### src/rtl/pwm_pkg.sv
// Shared definitions for the PWM bank update path.
//   NCH, DW     : default channel count and duty/counter width
//   ch_msb()    : MSB index of channel i inside a packed frame (ch0 in MSBs)
//   upd_state_e : update-sequencer state encoding
package pwm_pkg;

  localparam int NCH = 10;
  localparam int DW  = 16;

  typedef enum logic [1:0] {
    IDLE     = 2'd0,
    ARMED    = 2'd1,
    RUN      = 2'd2,
    FAILSAFE = 2'd3
  } upd_state_e;

  // Channel i occupies [ch_msb(i) -: dw] of an nch*dw frame.
  function automatic int ch_msb(input int i, input int nch, input int dw);
    return nch * dw - 1 - i * dw;
  endfunction

endpackage

### src/rtl/pwm_period_timer.sv
// Shared PWM period counter.
//   i_clk          : system clock
//   i_rst          : synchronous reset, active high
//   o_pwm_cnt      : free-running counter, wraps 2^DW-1 -> 0
//   o_period_start : registered, high exactly on cycles where o_pwm_cnt == 0
//                    (not asserted in the cycle right after reset)
module pwm_period_timer #(
  parameter int DW = pwm_pkg::DW
) (
  input  logic          i_clk,
  input  logic          i_rst,
  output logic [DW-1:0] o_pwm_cnt,
  output logic          o_period_start
);

  logic [DW-1:0] r_cnt;
  logic          r_period_start;
  logic          w_wrap;

  // The counter is about to roll over to zero on this edge.
  assign w_wrap = (r_cnt == {DW{1'b1}});

  always_ff @(posedge i_clk) begin
    if (i_rst) begin
      r_cnt          <= '0;
      r_period_start <= 1'b0;
    end else begin
      r_cnt          <= r_cnt + 1'b1;
      r_period_start <= w_wrap;
    end
  end

  assign o_pwm_cnt      = r_cnt;
  assign o_period_start = r_period_start;

endmodule

### src/rtl/pwm_update_ctrl.sv
// Duty update sequencer for the PWM bank.
// Stages each SPI frame and commits it to the live duty bus only on a
// period boundary, owns the shared period counter, and (optionally) forces
// all duties to zero when the SPI host stops refreshing.
//
// Optional feature macro: PWM_UPD_WDOG_EN
//   defined   : watchdog + FAILSAFE state active
//   undefined : no watchdog, o_failsafe tied 0, last duty held indefinitely
//
// Ports
//   i_clk          : system clock
//   i_rst          : synchronous reset, active high
//   i_rx_data_tick : one-cycle strobe, i_rx_data valid
//   i_rx_data      : frame, ch i at [NCH*DW-1-i*DW -: DW] (ch0 in MSBs)
//   o_pwm_cnt      : shared period counter
//   o_period_start : high on cycles where o_pwm_cnt == 0
//   o_duty         : live duty bus, same packing as i_rx_data
//   o_pending      : a staged frame awaits commit
//   o_failsafe     : watchdog expired, duty forced to zero
//   o_frame_drop   : one-cycle pulse, staged frame overwritten before commit
//
// state    | meaning
// ---------+-------------------------------------------------------------
// IDLE     | no frame since reset; duty is zero
// ARMED    | a frame is staged and waits for the next period boundary
// RUN      | committed duty is live, nothing staged
// FAILSAFE | host went silent; duty zero, o_failsafe high until next commit
module pwm_update_ctrl #(
  parameter int NCH          = pwm_pkg::NCH,
  parameter int DW           = pwm_pkg::DW,
  parameter int WDOG_PERIODS = 50
) (
  input  logic              i_clk,
  input  logic              i_rst,
  input  logic              i_rx_data_tick,
  input  logic [NCH*DW-1:0] i_rx_data,
  output logic [DW-1:0]     o_pwm_cnt,
  output logic              o_period_start,
  output logic [NCH*DW-1:0] o_duty,
  output logic              o_pending,
  output logic              o_failsafe,
  output logic              o_frame_drop
);

  import pwm_pkg::*;

  if (WDOG_PERIODS < 1) begin : g_bad_wdog_periods
    $error("WDOG_PERIODS must be at least 1");
  end

  upd_state_e        r_state;
  upd_state_e        w_state_nxt;
  logic [NCH*DW-1:0] r_stage;
  logic [NCH*DW-1:0] r_duty;
  logic [NCH*DW-1:0] w_duty_nxt;
  logic              r_pending;
  logic              w_pending_nxt;
  logic              r_failsafe;
  logic              w_failsafe_nxt;
  logic              r_frame_drop;
  logic              w_frame_drop_nxt;
  logic              w_period_start;
  logic              w_commit;
  logic              w_wdog_hit;

  pwm_period_timer #(
    .DW(DW)
  ) u_period_timer (
    .i_clk         (i_clk),
    .i_rst         (i_rst),
    .o_pwm_cnt     (o_pwm_cnt),
    .o_period_start(w_period_start)
  );

  // A tick in a boundary cycle is staged, never committed in that cycle:
  // the commit always takes the frame staged before this edge.
  assign w_commit = w_period_start && r_pending;

`ifdef PWM_UPD_WDOG_EN
  localparam int WDW = $clog2(WDOG_PERIODS + 1);

  logic [WDW-1:0] r_wdog;
  logic           w_wdog_active;

  // Silent in IDLE (duty already zero) and in FAILSAFE (already tripped).
  assign w_wdog_active = (r_state == ARMED) || (r_state == RUN);

  // Trips on the edge where the count would reach WDOG_PERIODS; a tick in
  // the same cycle resets the count and wins.
  assign w_wdog_hit = w_wdog_active && w_period_start && !i_rx_data_tick &&
                      (r_wdog == WDW'(WDOG_PERIODS - 1));

  always_ff @(posedge i_clk) begin
    if (i_rst) begin
      r_wdog <= '0;
    end else if (i_rx_data_tick) begin
      r_wdog <= '0;
    end else if (w_wdog_active && w_period_start &&
                 (r_wdog != WDW'(WDOG_PERIODS))) begin
      r_wdog <= r_wdog + 1'b1;
    end
  end
`else
  assign w_wdog_hit = 1'b0;
`endif

  always_ff @(posedge i_clk) begin
    if (i_rst) begin
      r_state      <= IDLE;
      r_stage      <= '0;
      r_duty       <= '0;
      r_pending    <= 1'b0;
      r_failsafe   <= 1'b0;
      r_frame_drop <= 1'b0;
    end else begin
      r_state      <= w_state_nxt;
      r_duty       <= w_duty_nxt;
      r_pending    <= w_pending_nxt;
      r_failsafe   <= w_failsafe_nxt;
      r_frame_drop <= w_frame_drop_nxt;
      if (i_rx_data_tick) begin
        r_stage <= i_rx_data;
      end
    end
  end

  always_comb begin
    w_state_nxt      = r_state;
    w_duty_nxt       = r_duty;
    w_pending_nxt    = r_pending;
    w_failsafe_nxt   = r_failsafe;
    w_frame_drop_nxt = 1'b0;

    if (i_rx_data_tick) begin
      w_pending_nxt    = 1'b1;
      // Overwrite only counts as a drop if the old frame isn't leaving
      // through a commit on this same edge.
      w_frame_drop_nxt = r_pending && !w_commit;
    end else if (w_commit) begin
      w_pending_nxt = 1'b0;
    end

    if (w_commit) begin
      w_duty_nxt     = r_stage;
      w_failsafe_nxt = 1'b0;
    end

    unique case (r_state)
      IDLE: begin
        if (i_rx_data_tick) begin
          w_state_nxt = ARMED;
        end
      end
      ARMED: begin
        if (w_wdog_hit) begin
          w_state_nxt = FAILSAFE;
        end else if (i_rx_data_tick) begin
          w_state_nxt = ARMED;
        end else if (w_commit) begin
          w_state_nxt = RUN;
        end
      end
      RUN: begin
        if (w_wdog_hit) begin
          w_state_nxt = FAILSAFE;
        end else if (i_rx_data_tick) begin
          w_state_nxt = ARMED;
        end
      end
      FAILSAFE: begin
        if (i_rx_data_tick) begin
          w_state_nxt = ARMED;
        end
      end
      default: begin
        w_state_nxt = IDLE;
      end
    endcase

    // Failsafe overrides any commit that would coincide with it.
    if (w_wdog_hit) begin
      w_duty_nxt     = '0;
      w_pending_nxt  = 1'b0;
      w_failsafe_nxt = 1'b1;
    end
  end

  assign o_period_start = w_period_start;
  assign o_duty         = r_duty;
  assign o_pending      = r_pending;
  assign o_failsafe     = r_failsafe;
  assign o_frame_drop   = r_frame_drop;

endmodule

### config.mk
export PLATFORM = sky130hd
export DESIGN_NAME = pwm_update_ctrl
export DESIGN_NICKNAME = d
export VERILOG_FILES = /design/src/rtl/pwm_pkg.sv /design/src/rtl/pwm_period_timer.sv /design/src/rtl/pwm_update_ctrl.sv
export SDC_FILE = /design/constraint.sdc
export NUM_CORES = 1
export LEC_CHECK = 0
export ABC_AREA = 0
export BUFFER_PORTS_ARGS = -buffer_cell sky130_fd_sc_hd__buf_4
export CAP_MARGIN = 0
export CORE_MARGIN = 3
export CORE_UTILIZATION = 55
export CTS_CLUSTER_SIZE = 14
export DETAILED_ROUTE_END_ITERATION = 8
export GPL_TIMING_DRIVEN = 0
export PLACE_DENSITY = 0.84
export SETUP_SLACK_MARGIN = 0.4
export SYNTH_ARGS = -nofsm -noshare
export SYNTH_HDL_FRONTEND = slang
export SYNTH_SLANG_ARGS = --single-unit
### constraint.sdc
create_clock -name i_clk -period 4.8 [get_ports i_clk]
set_input_delay 0.48 -clock i_clk [delete_from_list [all_inputs] [get_ports i_clk]]
set_output_delay 0.48 -clock i_clk [all_outputs]
set_load 0.03 [all_outputs]
# ---- Yosys cells after proc, flatten, opt, wreduce, memory -nomap -nowiden
# Cells that the tools add are included.
dict set report totals {
  mem_bits_rw 0
  register_bits 339
  rom_bits 0
  latchBits 0
  input_bits 163
  wordCells 16
  output_inout_bits 180
  memories 0
}
dict set report op_classes {
  n_lt_le_gt_ge 0
  bitwise 1
  muxes 2
  n_addsub 1
  div 0
  reduce_logical 5
  eq_ne 1
  mul 0
  n_shift 0
}
# operator count
set op_table {}
lappend op_table {{16-bit by 1-bit adder with 16-bit output (second input constant)} 1}
lappend op_table {{16-bit == test (second input constant)} 1}
lappend op_table {{1-bit logical AND} 2}
lappend op_table {{1-bit 2-to-1 mux} 2}
lappend op_table {{2-bit nonzero test} 1}
lappend op_table {{2-bit OR reduction} 1}
lappend op_table {{1-bit logical NOT} 1}
lappend op_table {{1-bit NOT} 1}

# ---- Depth between registers and ports, before layout
# Gate-level depths: netlist of run 1.
dict set report logic_depth {
  word_depth 3
  depth_mapped 6
  depth_no_buf 4
}

# ---- Modules after synthesis
# Synthesis of run 1 repeated with hierarchy kept, for this count alone.
dict set report unflattened {
  cells_unflattened 1337
  area_unflattened_um2 13583.0
}
# mod cells_per_inst seq_area_each_um2 instances area_each_um2
set by_module_without_submodules {}
lappend by_module_without_submodules {pwm_update_ctrl 1254 6446.2 1 12832.3}
lappend by_module_without_submodules {pwm_period_timer 83 340.3 1 750.7}

# ---- Worst setup path before layout of run 1
# No wires, ideal clock.
dict set report synth_path {
  path_kind {reg2reg}
  from {reg u_period_timer.r_cnt[0] (netlist: u_period_timer.o_pwm_cnt[0])}
  to {reg u_period_timer.r_cnt[14] (netlist: u_period_timer.o_pwm_cnt[14])}
  stages_incl_launch_ff 5
  n_path_buf 0
  path_slack_ps 2998
  required_time_ps 4679
  synth_period_minus_slack_ps 1802
  arrival_time_ps 1682
  setup_time_ps 121
  cell_sequence {dfxtp_1 ha_1 nand4_4 nor4_1 mux2_2}
}
dict set report synth_via {
  elab_chain_len 1
}
# item line_no
set synth_lines {}
lappend synth_lines {{start, declared} pwm_period_timer.sv:16} ;# logic [DW-1:0] r_cnt;
lappend synth_lines {{start signal, assigned} pwm_period_timer.sv:28} ;# r_cnt <= r_cnt + 1'b1;
lappend synth_lines {{16-bit by 1-bit adder with 16-bit output} pwm_period_timer.sv:28}
# Every way passes these cells.
# A chain may end at the register's enable or synchronous reset.

# ---- Worst setup path after layout of run 1
dict set report layout_path {
  from {reg r_pending (netlist: o_pending)}
  to {reg r_duty[96] (netlist: o_duty[96])}
}
dict set report layout_via {
  elab_chain_len 1
}
# item line_no
set layout_lines {}
lappend layout_lines {{start, declared} pwm_update_ctrl.sv:56} ;# logic r_pending;
lappend layout_lines {{start signal, assigned} pwm_update_ctrl.sv:118} ;# r_pending <= w_pending_nxt;
lappend layout_lines {{1-bit logical AND} pwm_update_ctrl.sv:77} ;# assign w_commit = w_period_start && r_pending;
lappend layout_lines {{end signal, assigned} pwm_update_ctrl.sv:117} ;# r_duty <= w_duty_nxt;
lappend layout_lines {{end, declared} pwm_update_ctrl.sv:54} ;# logic [NCH*DW-1:0] r_duty;
# Every way passes these cells.

==> flow_summary.ini, run 1 <==
[status]
status = finished, final reports clean

[global_route]
busiest_layer = met2
overflow = 0
grt.total_usage_pct = 27.6
grt.met3_usage_pct = 6.45
grt_pass1_wl_um = 52800
use_met2_pct = 47.0
antenna_found_initial = 1
grt_max_degree = 15
grtUsageMet1_pct = 32.5
grt_pass1_vias = 10300

[cells_and_area]
nets = 1842
fillerInstances = 1461
final_common_cell = buf_4
drive_above_1_share_pct = 25.4
areaGrowthSynthToFinish_pct = 34.7
layout_common_cells = 340 x buf_4, 339 x dfxtp_1, 324 x nand2_1

[pwr]
ir_drop_uv = 348
p_leak_nw = 6.96
p_per_area_nw_per_um2 = 385

[logic_synthesis]
synth_cells = 1302
ys_ff_latch = 339
syn-cell-area_um2 = 11800
synth.distinct_cells = 27
syn-num-nets = 1466
yosysTopAreaCellShare_pct = 57.4
synth_seq_area_share_pct = 57.4
synth.area.top_cells = dfxtp_1 57%, mux2i_1 14%, nand2_1 10%
synth_area_per_cell_um2 = 9.08
ys_warn_count = 0
synth_top_area_cell = dfxtp_1

[clock_tree]
cts.repair.resized = 0
cts_sinks = 339
htreeDepth = 2
clk_pin_slew_worst_paths_ns = 0.07
cts_tree = yes
clk_latency_ns = 0.50
cts-buffers-inserted = 35
cts_buffer_depth = 3
cts_hold_buf = 0
cts_root_buf = clkbuf_16
postCtsSetupRepairBufs = 0

[placed_design]
hpwlAfterDp_um = 24000
place_congestion = 0.846
io_buffer_count = 339
dp_slack_ns = 2.66

[timing]
slew_headroom_pct = 51.2
rsz0062_at_grt = no
finalHoldViolCount = 0
fin_crit_sh_pct = 40.9
worstMarginPinSlew_ns = 0.733
final.setup.worst_slack_ns = 2.84
fmax_mhz = 509
clock_skew_ns = 0.0130
fin_setup_tns_ns = 0
period_minus_slack_ns = 1.96
slew_violations = 0
setup_violations = 0

[die]
ios = 343
num_rows = 52
die_y_um = 153
start_util_pct = 57.1
die_w_um = 153
dieArea_um2 = 23300
core_um2 = 20700

[worst_hold_path]
min-delay-path-class = in -> reg

[worst_setup_path]
path_max_fanout = 10
worstPathRequired_ns = 5.21
worstSetupPathType = reg -> reg
cp-start-kind = flop
arrival_ns = 2.38
end_kind = flop

[job]
maxCapViolCount = 0

[routing]
drtIter0Drc = 564
firstDrtPassIters = 5
wirelength_um = 33700
vias = 10300
route.antenna.remaining_nets = 0
wl_per_cell_um = 17.1
drc = 0
viasPerCell = 5.22
where the power goes:
group | internal, mW | switching, mW | total [mW]
Sequential | 2.90 | 0.0467 | 2.94
Clock | 1.75 | 1.09 | 2.83
Combinational | 0.180 | 0.171 | 0.350
critical path, cell delays in order (launching register included):
cell,delay [ns]
dfxtp_1,0.41
and2_1,0.15
clkbuf_1,0.41
buf_2,0.36
buf_2,0.27
nand2_1,0.10
a21oi_1,0.17
path summary, 6_finish.rpt:
| check | from | end | slack, ns | cells after the start |
|---|---|---|---|---|
| setup reg to reg | o_pending$_SDFFE_PP0P_ | o_duty[96]$_SDFFE_PP0P_ | 2.84 | 6 |
| hold reg to reg | r_stage[48]$_SDFFE_PP0P_ | o_duty[48]$_SDFFE_PP0P_ | 0.44 | 2 |
| hold / removal | i_rx_data[155] | r_stage[155]$_SDFFE_PP0P_ | 0.21 | 3 |
| setup / recovery | o_pending$_SDFFE_PP0P_ | o_duty[96]$_SDFFE_PP0P_ | 2.84 | 6 |
per-layer routing:
layer	part of all wire, %	vias to the layer above	wire (um)
met5	0	-	0
met4	5.2	0	1750
met3	7.3	102	2450
met2	49	352	16400
met1	39	4837	13100
li1	-	5022	-
final cells by class:
class	count	area (um2)	share of cell area [%]
flip-flops and latches	339	6790	42.6
plain buffers	92	385	2.42
well taps	270	338	2.12
diodes	1	2.50	0.0157
clock buffers	50	1050	6.62
multi-input cells	867	4630	29.1
inverters	4	15.0	0.0943
clock inverters	12	166	1.05
repair buffers	339	2540	16.0
synthesized netlist by cell type:
library cell and number:
conb_1 1, or3_1 1, ha_1 1, nand3_1 6, buf_4 1, nand4_4 1, clkbuf_1 52, o21ai_0 3
a21oi_1 169, xnor2_1 1, o31ai_1 5, nor2b_1 4, nor4bb_1 1, mux2i_1 160, nand2_1 324, buf_1 10
buf_2 29, nand4_1 4, xor2_1 2, mux2_2 3, or4_1 5, dfxtp_1 339, inv_1 4, nor2_1 168
nor4_1 4, or3_2 2, and2_1 2
stage by stage:
step / total power [mW] / std cells / cell area, um2 / utilization (%) / hold WS, ns
final: 6.13 / 1974 / 15900 / 77.0 / 0.209
after CTS: 6.15 / 1973 / 15900 / 77.0 / 0.198
after detailed placement: 3.35 / 1911 / 14700 / 71.1 / 0.442
after floorplan: 3.18 / 1302 / 11800 / - / 0.431
after global placement: 3.34 / 1911 / 14700 / 71.1 / 0.434
after global routing: 6.31 / 1974 / 15900 / 77.0 / 0.203
cells by family (layout without fill, tap and decap cells):
group | count (synthesis) | in the layout | share of synthesized area (%)
AOI/OAI and AO/OA | 177 | 177 | 7.60
DFF | 339 | 339 | 57.4
other | 1 | 2 | 0.0317
adders and majority gates | 1 | 1 | 0.106
xor gates and xnor gates | 3 | 3 | 0.222
and+or+nand+nor | 522 | 522 | 17.4
buffers and inverters | 96 | 497 | 3.39
muxes | 163 | 163 | 13.8
registers in the layout, indices dropped and copies added (netlist names):
| signal | flops |
|---|---|
| o_duty | 160 |
| u_period_timer.o_period_start | 1 |
| o_pending | 1 |
| r_stage | 160 |
| o_frame_drop | 1 |
| u_period_timer.o_pwm_cnt | 16 |
No activity file was read; power rests on OpenSTA's default activity.
==> run 2, diff against run 1 <==
Settings changed: CORE_UTILIZATION 55 to 46, PLACE_DENSITY 0.84 to 0.75.
Clock period 4.8 ns to 1.63 ns, I/O delays scaled along.
==> flow_summary.ini, run 2 (synthesis gave the netlist of run 1 again) <==
[status]
status = finished, final reports clean

[timing]
final.setup.worst_slack_ns = 0.227
rsz0062_at_grt = yes
period_minus_slack_ns = 1.40
worstMarginPinSlew_ns = 0.777
setup_violations = 0
fin_crit_sh_pct = 86.0
slew_violations = 0
fmax_mhz = 713
clock_skew_ns = 0.0163
slew_headroom_pct = 48.2
finalHoldViolCount = 0

[cells_and_area]
areaGrowthSynthToFinish_pct = 69.9
nets = 2056
fillerInstances = 1400
drive_above_1_share_pct = 40.3
layout_common_cells = 333 x buf_4, 319 x dfxtp_1, 210 x nand2_1
final-instance-count-excl-fill = 2244
final_common_cell = buf_4

[placed_design]
hpwlAfterDp_um = 23600
io_buffer_count = 339
place_congestion = 0.835
post-place-cells = 1971
dp_slack_ns = -0.257

[pwr]
ir_drop_uv = 925
p_per_area_nw_per_um2 = 905
internal-power_mw = 14.0
power_frac_comb_pct = 8.2
p_leak_nw = 9.45
seq_power_share_pct = 48.0
switchingPower_mw = 4.19
p_sw_share_pct = 23.0
clockPowerShare_pct = 43.7

[worst_setup_path]
regToRegSetupSlack_ns = 0.23
path_max_fanout = 5
end_kind = flop
worstPathRequired_ns = 1.99
cp-start-kind = flop
arrival_ns = 1.76
worstSetupPathType = reg -> reg

[die]
dieArea_um2 = 27600
start_util_pct = 46.9
die_y_um = 166
die_w_um = 166
num_rows = 58
ios = 343
core_um2 = 25200

[routing]
route.antenna.remaining_nets = 0
viasPerCell = 5.22
wl_per_cell_um = 19.4
firstDrtPassIters = 5
wirelength_um = 43500
drc = 0
vias = 11700
drtIter0Drc = 828

[global_route]
antenna_found_initial = 3
overflow = 0
grt_max_degree = 15
grt_pass1_vias = 11500
grt.total_usage_pct = 25.8
grt_pass1_wl_um = 59000

[clock_tree]
htreeDepth = 2
clk_latency_ns = 0.50
clk_pin_slew_worst_paths_ns = 0.06
cts-buffers-inserted = 36
cts_tree = yes
cts_sinks = 339
cts_buffer_depth = 3
cts_root_buf = clkbuf_16

[job]
maxCapViolCount = 0

[worst_hold_path]
min-delay-path-class = in -> reg
==> run 2: final timing paths <==
path | from | endpoint | depth (start not counted)
worst max-delay path | o_pending$_SDFFE_PP0P_ | o_duty[108]$_SDFFE_PP0P_ | 7
worst min-delay path | i_rst | o_frame_drop$_SDFF_PP0_ | 2
worst max register to register | o_pending$_SDFFE_PP0P_ | o_duty[108]$_SDFFE_PP0P_ | 7
worst min register to register | r_stage[55]$_SDFFE_PP0P_ | o_duty[55]$_SDFFE_PP0P_ | 2
==> run 2: metal layers <==
metal	GRT usage [%]	routed length (um)
met5	0	0
met4	11.2	2220
met3	5.81	2570
met2	44.9	21900
met1	30.6	16800
==> run 2: timing repair <==
action	CTS	global route
gates resized for setup	126	382
gates cloned	8	12
endpoints found under the setup margin	273	264
buffers inserted	17	16
hold endpoints to repair	160	0
pin swaps	29	122
hold buffers	160	0
==> run 2: area by class of cell <==
type,instances,area [um2],share of cell area (%)
Antenna cell,3,7.51,0.0374
Buffer,92,721,3.59
Clock buffer,49,1050,5.24
Clock inverter,8,68.8,0.343
Inverter,4,15.0,0.0748
Multi-Input combinational cell,868,5880,29.3
Sequential cell,339,6850,34.1
Tap cell,330,413,2.06
Timing Repair Buffer,551,5070,25.3
==> run 2: critical path, stage by stage, from the launching register on <==
cell and delay, ns:
dfxtp_4 0.36, and2_4 0.17, clkbuf_16 0.17, buf_16 0.16, buf_12 0.13, buf_16 0.14, nand2_4 0.06, a21oi_2 0.05
==> run 2: metrics by stage <==
step | setup TNS, ns | total power [mW] | hold WS, ns | utilization (%) | instance area, um2
2_1_floorplan | 0 | 9.37 | 0.310 | - | 11900
3_5_place_dp | -40.84 | 9.86 | 0.405 | 59.1 | 14900
4_1_cts | 0 | 18.0 | 0.0596 | 72.9 | 18400
3_3_place_gp | -37.07 | 9.83 | 0.395 | 59.1 | 14900
5_1_grt | 0 | 18.7 | 0.149 | 79.7 | 20100
6_report | 0 | 18.2 | 0.0898 | 79.7 | 20100
==> run 2: power by group through the flow <==
stage | clock network [mW] | registers [mW] | logic (mW)
after global placement | 0 | 8.82 | 1.02
after detailed placement | 0 | 8.83 | 1.03
after global routing | 8.34 | 8.75 | 1.60
final | 7.95 | 8.73 | 1.50
after floorplan | 0 | 8.81 | 0.554
after CTS | 7.92 | 8.66 | 1.38
==> run 3, diff against run 2 <==
Settings changed: ABC_AREA 0 to 1.
==> flow_summary.ini, run 3 <==
[status]
status = finished, final reports clean

[global_route]
grt.total_usage_pct = 27.0
overflow = 0
grt_max_degree = 15
antenna_found_initial = 1
grt_pass1_wl_um = 62200
grt_pass1_vias = 12300

[placed_design]
place_congestion = 0.859
hpwlAfterDp_um = 25700
io_buffer_count = 339
placed_area_um2 = 14900

[pwr]
p_per_area_nw_per_um2 = 1010
ir_drop_uv = 775
p_leak_nw = 7.98
totalPowerFinal_mw = 18.2

[routing]
drtIter0Drc = 947
dr_wl_met3_um = 2640
vias = 12300
route.antenna.remaining_nets = 0
highest_layer = met4
drt-met1-wl_um = 15900
firstDrtPassIters = 8
route.met2.wl_um = 19500
drc = 0
wl_per_cell_um = 16.5
viasPerCell = 5.09
wirelength_um = 39700

[logic_synthesis]
synth_most_common_cell = nor2_1
ys_ff_latch = 339
synth_cells = 1516
ys_warn_count = 0
synth_top_family_by_area = simple AND/OR/NAND/NOR gates
syn-num-nets = 1680
synth_seq_area_share_pct = 56.9
synthSimpleGateAreaFrac_pct = 22.6
synth_area_per_cell_um2 = 7.87
synth_top_flop_cell = dfxtp_1
synthAdderAreaFrac_pct = 0.105
synth-async-reset-ratio_pct = 0
synth_edf_count = 0
synthMuxAreaShare_pct = 0
syn-cell-area_um2 = 11900
synth_xor_area_share_pct = 0.147
yosysTopAreaCellShare_pct = 56.9
yosys-top-cells-count = 668 x nor2_1, 339 x dfxtp_1, 298 x o21ai_0
synth.distinct_cells = 26
synth_top_area_cell = dfxtp_1
synth.area.top_cells = dfxtp_1 57%, nor2_1 21%, o21ai_0 13%
synth_compound_area_share_pct = 14.1

[clock_tree]
clk_pin_slew_worst_paths_ns = 0.06
cts_buffer_depth = 3
cts-buffers-inserted = 35
clk_latency_ns = 0.50
cts_sinks = 339
cts_root_buf = clkbuf_16
htreeDepth = 2
cts_tree = yes

[timing]
holdWs_ns = 0.0306
clock_skew_ns = 0.0159
rsz0062_at_grt = yes
setup_violations = 0
fin_setup_tns_ns = 0
period_minus_slack_ns = 1.23
fmax_mhz = 812
finalHoldViolCount = 0
fin_crit_sh_pct = 75.6
slew_violations = 0

[die]
die_y_um = 167
die_w_um = 167
ios = 343
start_util_pct = 47.1
dieArea_um2 = 27900
core_um2 = 25300
num_rows = 58

[worst_setup_path]
rr_endpoint = u_period_timer.o_pwm_cnt[14]$_SDFF_PP0_
regToRegSetupSlack_ns = 0.40
cp-endpoint = u_period_timer.o_pwm_cnt[14]$_SDFF_PP0_
path_max_fanout = 4
arrival_ns = 1.62
end_kind = flop
r2r-start = u_period_timer.o_pwm_cnt[8]$_SDFF_PP0_
worstSetupPathType = reg -> reg
worstPathRequired_ns = 2.01
r2r_cells = 7
cp-start-kind = flop
critPathLaunch = u_period_timer.o_pwm_cnt[8]$_SDFF_PP0_

[worst_hold_path]
whs_path_depth = 3
min-delay-path-class = in -> reg

[cells_and_area]
nets = 2221
drive_above_1_share_pct = 25.9
utilization_pct = 71.1
areaGrowthSynthToFinish_pct = 51.1
final_common_cell = nor2_1
design_area_um2 = 18000
layout_common_cells = 661 x nor2_1, 319 x buf_4, 312 x dfxtp_1
fillerInstances = 1851

[job]
maxCapViolCount = 0
-- run 3: changes by cell type in the layout (fill, tap and decap cells not counted), sizes merged, moves of 7 or more --
cell	delta
inv	+16
buf	-25
mux2i	-160
nand2	-288
nor2	+501
o21ai	+320
a21oi	-163
clkbuf	-7
-- run 3: through the flow --
step	setup slack (ns)	instances
after CTS	0.386	2410
after floorplan	0.374	1516
after global routing	0.319	2412
after global placement	0.256	2185
final	0.398	2412
after detailed placement	0.217	2185
-- run 3: worst min-delay path by stage --
stage,from,to
final,i_rst,u_period_timer.o_pwm_cnt[4]$_SDFF_PP0_
after global routing,i_rst,u_period_timer.o_pwm_cnt[4]$_SDFF_PP0_
after CTS,i_rst,u_period_timer.o_pwm_cnt[4]$_SDFF_PP0_
after detailed placement,i_rx_data[152],r_stage[152]$_SDFFE_PP0P_
after global placement,i_rx_data[104],r_stage[104]$_SDFFE_PP0P_
after floorplan,i_rx_data[145],r_stage[145]$_SDFFE_PP0P_
-- run 3: worst max-delay path: stages, from the launching register on --
cell and delay [ns]:
dfxtp_2 0.38, nand2_1 0.13, nor2_2 0.23, nand2_1 0.10, nor2_2 0.14, nand2_1 0.06
nand2_1 0.05, nor2_1 0.04
-- run 3: kinds of logic after synthesis --
family / Yosys count
and+or+nand+nor: 713
buffers and inverters: 127
adders and majority gates: 1
DFF: 339
AOI/OAI and AO/OA: 333
xor gates and xnor gates: 2
other: 1
-- run 3: cell type report --
type | count | area (um2) | area share, %
antenna | 1 | 2.50 | 0.0139
buffer | 107 | 698 | 3.87
clock buffer | 51 | 1040 | 5.76
clock inverter | 10 | 108 | 0.597
inverter | 20 | 90.1 | 0.500
multi-input combinational | 1050 | 4530 | 25.1
sequential | 339 | 6830 | 37.9
tap | 330 | 413 | 2.29
timing repair buffer | 504 | 4310 | 23.9
-- run 3: repair_timing --
item                                    CTS  global route
gates resized for setup                  55           119
hold buffers                            162             0
pin swaps                                 3             8
setup buffers                             2             0
endpoints found under the setup margin  124           142
hold endpoints to repair                166             0
cloned                                    0             1
-- run 3: metal layers --
layer / vias up / GRT usage, %
met1: 5711 / 32.1
met4: 0 / 11.1
met5: - / 0
li1: 5938 / -
met3: 122 / 5.39
met2: 514 / 47.6
-- run 3: power by group --
group	switching [mW]	internal (mW)	total [mW]
logic	0.725	0.791	1.52
registers	0.145	8.57	8.71
clock network	3.19	4.74	7.93
